<file path="src/rtl/uart_tx_arbiter.sv">
// uart_tx_arbiter
//   Round-robin sharing of one uart transmitter among NUM_REQ byte producers.
//   For each granted byte it drives data + dataReady, waits for the uart to
//   raise busy, waits for busy to fall, then pulses req_ack for the winner.
//   If busy never rises within BUSY_TIMEOUT cycles the byte is aborted and
//   req_err is pulsed instead (BUSY_TIMEOUT = 0 disables the abort).
//
//   state     | meaning
//   ----------+-----------------------------------------------------------
//   IDLE      | arbitrating; skipped for one cycle after any ack/err pulse
//   WAIT_BUSY | dataReady high, waiting for uart busy (timeout running)
//   WAIT_IDLE | uart accepted the byte, waiting for busy to fall
//
// Ports
//   clk, reset      system clock, asynchronous active-high reset
//   req_valid       per-requester byte pending
//   req_data        byte i at req_data[8*i+7:8*i]
//   req_ack/req_err one-cycle completion / abort pulse for the winner
//   uart_data       byte to the uart (holds last value after completion)
//   uart_dataReady  handshake strobe to the uart
//   uart_busy       busy flag from the uart
//   grant_id        index of the current / last winner
//   active          high whenever the FSM is not in IDLE
module uart_tx_arbiter #(
   parameter int NUM_REQ      = 4,
   parameter int BUSY_TIMEOUT = 1024,
   localparam int ID_W        = (NUM_REQ > 1) ? $clog2(NUM_REQ) : 1
) (
   input  logic                   clk,
   input  logic                   reset,
   input  logic [NUM_REQ-1:0]     req_valid,
   input  logic [8*NUM_REQ-1:0]   req_data,
   output logic [NUM_REQ-1:0]     req_ack,
   output logic [NUM_REQ-1:0]     req_err,
   output logic [7:0]             uart_data,
   output logic                   uart_dataReady,
   input  logic                   uart_busy,
   output logic [ID_W-1:0]        grant_id,
   output logic                   active
);

   localparam int TMO_W = (BUSY_TIMEOUT > 0) ? $clog2(BUSY_TIMEOUT + 1) : 1;
   localparam logic [TMO_W-1:0] TMO_LAST = TMO_W'((BUSY_TIMEOUT > 0) ? BUSY_TIMEOUT - 1 : 0);
   localparam logic [ID_W-1:0]  LAST_ID  = ID_W'(NUM_REQ - 1);

   typedef enum logic [1:0] {
      IDLE      = 2'd0,
      WAIT_BUSY = 2'd1,
      WAIT_IDLE = 2'd2
   } state_t;

   state_t              state_q, state_d;
   logic [ID_W-1:0]     rr_q, rr_d;
   logic [TMO_W-1:0]    tmo_q, tmo_d;
   logic [7:0]          data_d;
   logic                dr_d;
   logic [ID_W-1:0]     gid_d;
   logic [NUM_REQ-1:0]  ack_d, err_d;

   logic                found;
   int                  win_int;
   int                  idx;
   logic [ID_W-1:0]     next_ptr;

   // First valid index at or after rr_q, searching upward with wrap.
   always_comb begin
      found   = 1'b0;
      win_int = 0;
      idx     = 0;
      for (int i = 0; i < NUM_REQ; i++) begin
         idx = int'(rr_q) + i;
         if (idx >= NUM_REQ) idx = idx - NUM_REQ;
         if (!found && req_valid[idx]) begin
            found   = 1'b1;
            win_int = idx;
         end
      end
   end

   assign next_ptr = (grant_id == LAST_ID) ? '0 : grant_id + 1'b1;

   always_comb begin
      state_d = state_q;
      rr_d    = rr_q;
      tmo_d   = tmo_q;
      data_d  = uart_data;
      dr_d    = uart_dataReady;
      gid_d   = grant_id;
      ack_d   = '0;
      err_d   = '0;
      case (state_q)
         IDLE: begin
            // Registered ack/err still high means we just finished: bubble.
            if (req_ack == '0 && req_err == '0 && found) begin
               data_d  = req_data[8*win_int +: 8];
               dr_d    = 1'b1;
               gid_d   = win_int[ID_W-1:0];
               tmo_d   = '0;
               state_d = WAIT_BUSY;
            end
         end
         WAIT_BUSY: begin
            // busy takes priority over a timeout landing on the same edge
            if (uart_busy) begin
               dr_d    = 1'b0;
               state_d = WAIT_IDLE;
            end else if (BUSY_TIMEOUT != 0 && tmo_q == TMO_LAST) begin
               dr_d            = 1'b0;
               err_d[grant_id] = 1'b1;
               rr_d            = next_ptr;
               state_d         = IDLE;
            end else if (tmo_q != '1) begin
               tmo_d = tmo_q + 1'b1;
            end
         end
         WAIT_IDLE: begin
            if (!uart_busy) begin
               ack_d[grant_id] = 1'b1;
               rr_d            = next_ptr;
               state_d         = IDLE;
            end
         end
         default: state_d = IDLE;
      endcase
   end

   always_ff @(posedge clk or posedge reset) begin
      if (reset) begin
         state_q        <= IDLE;
         rr_q           <= '0;
         tmo_q          <= '0;
         uart_data      <= '0;
         uart_dataReady <= 1'b0;
         grant_id       <= '0;
         req_ack        <= '0;
         req_err        <= '0;
         active         <= 1'b0;
      end else begin
         state_q        <= state_d;
         rr_q           <= rr_d;
         tmo_q          <= tmo_d;
         uart_data      <= data_d;
         uart_dataReady <= dr_d;
         grant_id       <= gid_d;
         req_ack        <= ack_d;
         req_err        <= err_d;
         active         <= (state_d != IDLE);
      end
   end

endmodule

</file>
<file path="config.mk">
export PLATFORM = sky130hd
export DESIGN_NAME = uart_tx_arbiter
export DESIGN_NICKNAME = d
export VERILOG_FILES = /design/src/rtl/uart_tx_arbiter.sv
export SDC_FILE = /design/constraint.sdc
export NUM_CORES = 1
export LEC_CHECK = 0
export ABC_CLOCK_PERIOD_IN_PS = 4500
export CAP_MARGIN = 20
export CORE_UTILIZATION = 52
export CTS_CLUSTER_DIAMETER = 100
export DETAILED_ROUTE_END_ITERATION = 10
export GPL_ROUTABILITY_DRIVEN = 0
export GPL_TIMING_DRIVEN = 0
export PLACE_DENSITY = 0.91
export SLEW_MARGIN = 15
export SYNTH_ARGS = -nofsm -noshare
export SYNTH_HDL_FRONTEND = slang
export SYNTH_SLANG_ARGS = --single-unit
export TNS_END_PERCENT = 5
</file>
<file path="constraint.sdc">
create_clock -name clk -period 4.5 [get_ports clk]
set_input_delay 0.45 -clock clk [delete_from_list [all_inputs] [get_ports clk]]
set_output_delay 0.45 -clock clk [all_outputs]
set_load 0.02 [all_outputs]
</file>
# [After elaboration in Yosys (flattened, before gate mapping)]
# Index checks and enable logic that the tools add are counted.
# Widths: inputs -> output; s select.
[totals] regBits=35 inputBits=39 output_inout_bits=20 word_cells=110
[classes] n_addsub=9 order_cmp=10 eq_ne=12 shift=1 muxes=50 reduce_logical=19
[op_table] operator="$lt 32x4->1 const B" count=4
[op_table] operator="$mux 32" count=4
[op_table] operator="$mux 29" count=4
[op_table] operator="$mux 11" count=4
[op_table] operator="$shiftx 32x32->8" count=1
[op_table] operator="$pmux 11 s2" count=1
[op_table] operator="$mux 4" count=5
[op_table] operator="$mux 1" count=16
[op_table] operator="$mux 2" count=8
[op_table] operator="$ne 2x2->1 const B" count=6
[op_table] operator="$sub 3x3->4 const B" count=3
[op_table] operator="$add 11x1->11 const B" count=1
[op_table] operator="$eq 11x10->1 const B" count=1
[op_table] operator="$ne 11x11->1 const B" count=1
[op_table] operator="$ge 3x3->1 const B" count=3
[op_table] operator="$bmux 1 s2" count=4
[op_table] operator="$logic_not 4->1" count=2
[op_table] operator="$add 2x2->3 const B" count=2
[op_table] operator="$logic_and 1x1->1" count=6
[op_table] operator="$pmux 2 s3" count=1
[op_table] operator="$reduce_bool 2->1" count=3
[op_table] operator="$reduce_and 5->1" count=1
[op_table] operator="$eq 2x2->1 const B" count=2
[op_table] operator="$pmux 2 s2" count=1
[op_table] operator="other kinds (15)" count=17

# [Longest topological paths before layout]
# Gate-level depths: netlist (run 1).
[logic_depth] word_depth=19 ltp_mapped=14 ltp_nobuf=8

# [Worst setup path after synthesis (run 1)]
# Ideal clock, no wire load.
[synth_timing] path_type="flip-flop to flip-flop" from="register rr_q[0]" to="register uart_data[7]" setup_ns=0.129 arrival_time_ns=3.189 required_ns=4.371 path_slack_ns=1.182 path_stages_with_launch=14 cell_sequence="dfrtp_1 > buf_6 > buf_2 > inv_1 > clkbuf_1 > ha_1 > buf_4 > mux4_2 > nand2b_1 > buf_6 > nand2_4 > mux2_4 > a2111oi_4 > o31ai_1"
[synth_via] elab_chain_cells=17 word_cells_on_any_way=44 classes_between="7 x add/sub; 4 x order compare; 1 x shift; 24 x mux; 8 x reduce/logical"
[synth_rtl] element="start: declaration" line="53" rtl="logic [ID_W-1:0] rr_q, rr_d;"
[synth_rtl] element="start signal: assignment" line="140" rtl="rr_q <= rr_d;"
[synth_rtl] element="parallel branches: the longest is 17 deep, another holds $sub 3x3->4"
[synth_rtl] element="end signal: assignment" line="142" rtl="uart_data <= data_d;"
[synth_rtl] element="end: declaration" line="35" rtl="output logic [7:0] uart_data,"
# Several ways; the timed one is not identified. The select of a mux whose other input is x is not followed.
# A chain may end at the register's enable or synchronous reset.

# [Final worst setup path (run 1)]
# Same ends and word-level chain as after synthesis.

==> flow_summary.toml, run 1 <==
[run_status]
status = "finished, final reports clean"

[clocking]
ctsResizeCount = 0
cts_tree = "built"
clock_latency_ns = 0.30
cts_buffers = 5
ctsHoldBuffers = 0
cts_buffer_depth = 2
cts.htree.levels = 2
cts.sinks = 35
postCtsSetupRepairBufs = 0
root_buffer = "clkbuf_8"
cts.clk_slew.worst_paths_ns = 0.07

[grt]
grt_overflow = 0
grtUsageTotal_pct = 28.6
grt_max_degree = 36
grt_pass1_vias = 2670
antenna_found_initial = 0
grt_first_pass_wirelength_mm = 12.0

[timing]
finalSetupViolCount = 0
hold_violations = 0
slew_viol_final = 0
slew_headroom_pct = 42.9
period_share_pct = 84.1
tightest_slew_ns = 0.843
fin_tns_setup_ns = 0
fin_skew_ns = 0.00646
rsz0062_at_grt = "false"
fmax_mhz = 264
min_period_ns = 3.78

[die]
die_w_microns = 75.3
std_cell_rows = 26
die-area_sq_um = 5660
initial_core_util_pct = 54.3
ios = 59
core_sq_um = 5140
die_height_microns = 75.3

[routing]
firstDrtPassIters = 7
drt_iter0_drc = 204
post_drt_wl_per_cell_microns = 16.8
drc = 0
vias = 2856
drt_wl_total_mm = 7.66
antenna_left = 0
avgViaCountPerCell = 6.26

[logic_synthesis]
syn_nets = 370
syn_area_per_cell_sq_um = 8.69
syn_area_sq_um = 2790
syn_inst = 321
synth_warnings = 0
synth_cell_types = 52
ys_seq_elements = 35
synth_async_sr_flop_share_pct = 100
synth_enable_flop_cells = 0
yosysSeqAreaShare_pct = 31.4
synth_ff_type = "dfrtp_1"

[cells_and_area]
fill_cells = 432
mostFrequentLayoutCells = "clkdlybuf4s50_1 (57), nand2_1 (41), dfrtp_1 (35), nor2_1 (32), a21oi_1 (29)"
antennaDiodeCount = 0
final_common_cell = "clkdlybuf4s50_1"
drive_gt1_share_pct = 13.0
seqCellArea_sq_um = 876
multi_input_area_sq_um = 1760
areaGrowthSynthToFinish_pct = 27.8
finish.net_count = 434

[worst_setup_path]
crit_required_ns = 4.68
endpoint_kind = "flop"
path_class = "reg2reg"
crit_path_max_fanout = 11
startpoint_type = "flop"
cp.arrival_ns = 3.96

[power]
power_density_nw_per_um2 = 684
leakage_nw = 1.44
vdd_ir_drop_max_v = 0.000456
power.total_mw = 2.44

[flow_run]
maxCapViolations = 0

[placement]
portBuffers = 57
dp.final_hpwl_mm = 5.45

[hold_path]
min_path_type = "reg2reg"
==> cell families after synthesis <==
family / share of synthesized area [%]
xor gates and xnor gates: 2.51
buffers and inverters: 5.70
AOI/OAI and AO/OA: 24.1
and+or+nand+nor: 23.0
DFF: 31.4
muxes: 8.83
adders and majority gates: 4.48
==> power by group <==
group | internal, mW | switching [mW] | leakage [nW]
Combinational | 0.691 | 0.974 | 0.921
Clock | 0.179 | 0.118 | 0.0612
Sequential | 0.398 | 0.0793 | 0.460
Total | 1.27 | 1.17 | 1.44
==> flip-flops by register name (all words and copies together) (netlist names) <==
register / flops
active: 1
grant_id: 2
req_ack: 4
req_err: 4
rr_q: 2
state_q: 2
tmo_q: 11
uart_data: 8
uart_dataReady: 1
==> critical path, stage by stage, from the launching register on <==
cell	delay [ns]
dfrtp_1	0.43
buf_6	0.16
buf_2	0.19
inv_1	0.17
clkbuf_1	0.48
ha_1	0.33
buf_4	0.18
mux4_2	0.51
nand2b_1	0.19
buf_6	0.14
nand2_4	0.07
mux2_4	0.31
a2111oi_4	0.37
o31ai_1	0.11
==> path summary, 6_finish.rpt <==
kind                       slack (ns)  cells past startpoint           end    startpoint
max                              0.72                     13  uart_data[7]       rr_q[0]
min                              0.50                      2  uart_data[7]  uart_data[7]
max reg2reg                      0.72                     13  uart_data[7]       rr_q[0]
min reg2reg                      0.50                      2  uart_data[7]  uart_data[7]
max in group asynchronous        3.45                      2    req_err[2]         reset
min in group asynchronous        0.59                      2      tmo_q[3]         reset
==> cell type report <==
type	instances	share of cell area [%]
multi-input combinational	254	49.2
sequential	35	24.6
timing repair buffer	57	16.0
buffer	21	3.30
tap	70	2.46
clock buffer	6	2.32
inverter	11	1.16
clock inverter	2	0.982
==> cells in the mapped netlist, types with 4 or more instances <==
master | instances | share of area [%]
dfrtp_1 | 35 | 31
o21ai_0 | 11 | 2.0
a221oi_1 | 8 | 2.5
a221o_1 | 4 | 1.4
a21oi_1 | 29 | 5.2
a211oi_2 | 7 | 3.1
nor3b_1 | 4 | 1.1
mux2i_1 | 13 | 4.7
nand2_1 | 41 | 5.5
mux4_2 | 4 | 3.2
o2111ai_1 | 7 | 2.2
clkbuf_1 | 5 | 0.67
nand4_1 | 5 | 1.1
nor2_1 | 32 | 4.3
ha_1 | 10 | 4.5
inv_1 | 10 | 1.3
buf_2 | 10 | 1.8
nand3_1 | 23 | 4.1
xor2_1 | 5 | 1.6
a211oi_1 | 8 | 2.2
==> stage by stage <==
stage	hold slack (ns)	std cells	setup slack [ns]	area, sq um	utilization [%]
finish	0.500	456	0.718	3570	69.4
global placement	0.473	448	0.791	3450	67.1
detailed placement	0.490	448	0.777	3450	67.1
CTS	0.507	456	0.738	3570	69.4
global route	0.527	456	0.523	3570	69.4
floorplan	0.454	321	1.18	2790	-
==> layer usage <==
layer | wire [microns] | part of all wire (%) | track usage [%]
met1 | 3070 | 40 | 34.6
met4 | 119 | 1.6 | 11.3
met2 | 3860 | 50 | 50.3
met3 | 600 | 7.8 | 5.49
met5 | 0 | 0 | 0
Power figures use the tool's default switching activity.
==> run 2: changes to the inputs <==
- ABC_CLOCK_PERIOD_IN_PS: 4500 -> 3200
- CORE_UTILIZATION: 52 -> 47
- PLACE_DENSITY: 0.91 -> 0.87
- clock period: 4.5 -> 3.2 ns (I/O delays scaled with it)
==> flow_summary.toml, run 2 (same netlist as run 1, synthesis figures left out) <==
[run_status]
status = "finished, final reports clean"

[die]
ios = 59
die_w_microns = 79.1
die_height_microns = 79.1
core_sq_um = 5610
initial_core_util_pct = 49.8
die-area_sq_um = 6250
std_cell_rows = 27

[timing]
tightest_slew_ns = 0.855
holdWs_ns = 0.464
slew_headroom_pct = 42.1
period_share_pct = 95.1
slew_viol_final = 0
rsz0062_at_grt = "false"
fin_skew_ns = 0.00429
finalSetupViolCount = 0
fin_tns_setup_ns = 0
fmax_mhz = 328
hold_violations = 0
min_period_ns = 3.04
finalWorstSetupSlack_ns = 0.156

[grt]
grt_overflow = 0
grt_max_degree = 36
grt_first_pass_wirelength_mm = 12.7
antenna_found_initial = 0
grtUsageTotal_pct = 26.1
grt_pass1_vias = 2719

[clocking]
cts.htree.levels = 2
cts_buffer_depth = 2
clock_latency_ns = 0.30
cts.sinks = 35
cts_tree = "built"
ctsHoldBuffers = 0
cts.clk_slew.worst_paths_ns = 0.07
root_buffer = "clkbuf_8"
cts_buffers = 5

[routing]
vias = 2835
drc = 0
post_drt_wl_per_cell_microns = 16.9
drt_iter0_drc = 201
drt_wl_total_mm = 7.82
firstDrtPassIters = 5
antenna_left = 0
avgViaCountPerCell = 6.12

[worst_setup_path]
crit_required_ns = 3.38
crit_chain = "buf_6 > buf_8 > inv_2 > clkbuf_8 > ha_1 > buf_6 > mux4_2 > nand2b_4 > buf_6 > nand2_4 > mux2_4 > a2111oi_4 > o31ai_1"
endpoint_kind = "flop"
crit_family = "multiplexers"
cp.arrival_ns = 3.22
rr_worst_depth = 13
timing.rr.start = "rr_q[0]"
crit_buf_inv = 6
startpoint_type = "flop"
crit_start = "rr_q[0]"
path_class = "reg2reg"
crit_path_max_fanout = 11
regToRegSetupSlack_ns = 0.16
reg2reg_to = "uart_data[7]"
crit_top_cell = "buf_6"
cpMaxStageDelayCell = "mux4_2"
slowest_delay_ns = 0.53

[cells_and_area]
mostFrequentLayoutCells = "clkdlybuf4s50_1 (57), nand2_1 (41), dfrtp_1 (35), nor2_1 (32), a21oi_1 (29)"
areaGrowthSynthToFinish_pct = 30.8
largest_reg_flops = 11
largestRegisters = "tmo_q (11), uart_data (8)"
antennaDiodeCount = 0
utilization_pct = 65.1
fin_cells = 463
fin_area_sq_um = 3650
finish.net_count = 439
drive_gt1_share_pct = 14.8
final_common_cell = "clkdlybuf4s50_1"
largest_register = "tmo_q"

[placement]
placed_cells = 450
post-place-ws_ns = -0.302
portBuffers = 57
dp.final_hpwl_mm = 5.68
place_area_sq_um = 3450

[power]
switchingPower_mw = 1.67
combinationalPowerShare_pct = 69.3
vdd_ir_drop_max_v = 0.000778
power_density_nw_per_um2 = 978
power.total_mw = 3.57
internal-power_mw = 1.90
power_frac_clock_pct = 12.0
switching_share_pct = 46.9
p_seq_share_pct = 18.8
leakage_nw = 1.48

[hold_path]
min_path_type = "in2async"

[flow_run]
maxCapViolations = 0
[run 2: cell count changes in the layout (fill, tap and decap cells not counted), sizes merged]
cell | before | now
buf | 16 | 21
[run 2: worst max-delay path by stage]
stage	to	slack [ns]	depth (start not counted)
finish	uart_data[7]	0.16	13
global placement	uart_data[7]	-0.29	13
CTS	uart_data[7]	0.02	13
detailed placement	uart_data[7]	-0.30	13
global route	uart_data[7]	0.01	13
floorplan	uart_data[7]	0.01	13
[run 2: timing repair]
| item | 4_1_cts | 5_1_grt |
|---|---|---|
| buffers inserted | 2 | 3 |
| hold endpoints to repair | 0 | 0 |
| gates cloned | 0 | 0 |
| pin swaps | 0 | 3 |
| gates resized for setup | 5 | 3 |
| setup endpoints to repair | 8 | 8 |
[run 2: power by group through the flow]
stage | logic [mW] | registers, mW | clock network [mW]
after floorplan | 1.62 | 0.740 | 0
after global placement | 2.23 | 0.670 | 0
after detailed placement | 2.28 | 0.681 | 0
after CTS | 2.36 | 0.669 | 0.425
after global routing | 2.66 | 0.683 | 0.446
final | 2.47 | 0.671 | 0.427
[run 2: cell type report]
cell class	instances	area, sq um
plain buffers	21	141
clock buffers	6	82.6
clock inverters	2	35.0
fillers	492	1960
inverters	11	41.3
multi-input cells	254	1770
flip-flops and latches	35	876
well taps	72	90.1
repair buffers	62	608
[run 2: routing by layer]
| layer | vias up | global-route usage [%] | share of wire [%] |
|---|---|---|---|
| met1 | 1365 | 33.4 | 43 |
| met3 | 14 | 3.33 | 6.1 |
| met5 | - | 0 | 0 |
| met4 | 0 | 13.1 | 2.0 |
| li1 | 1327 | - | - |
| met2 | 129 | 43.1 | 49 |
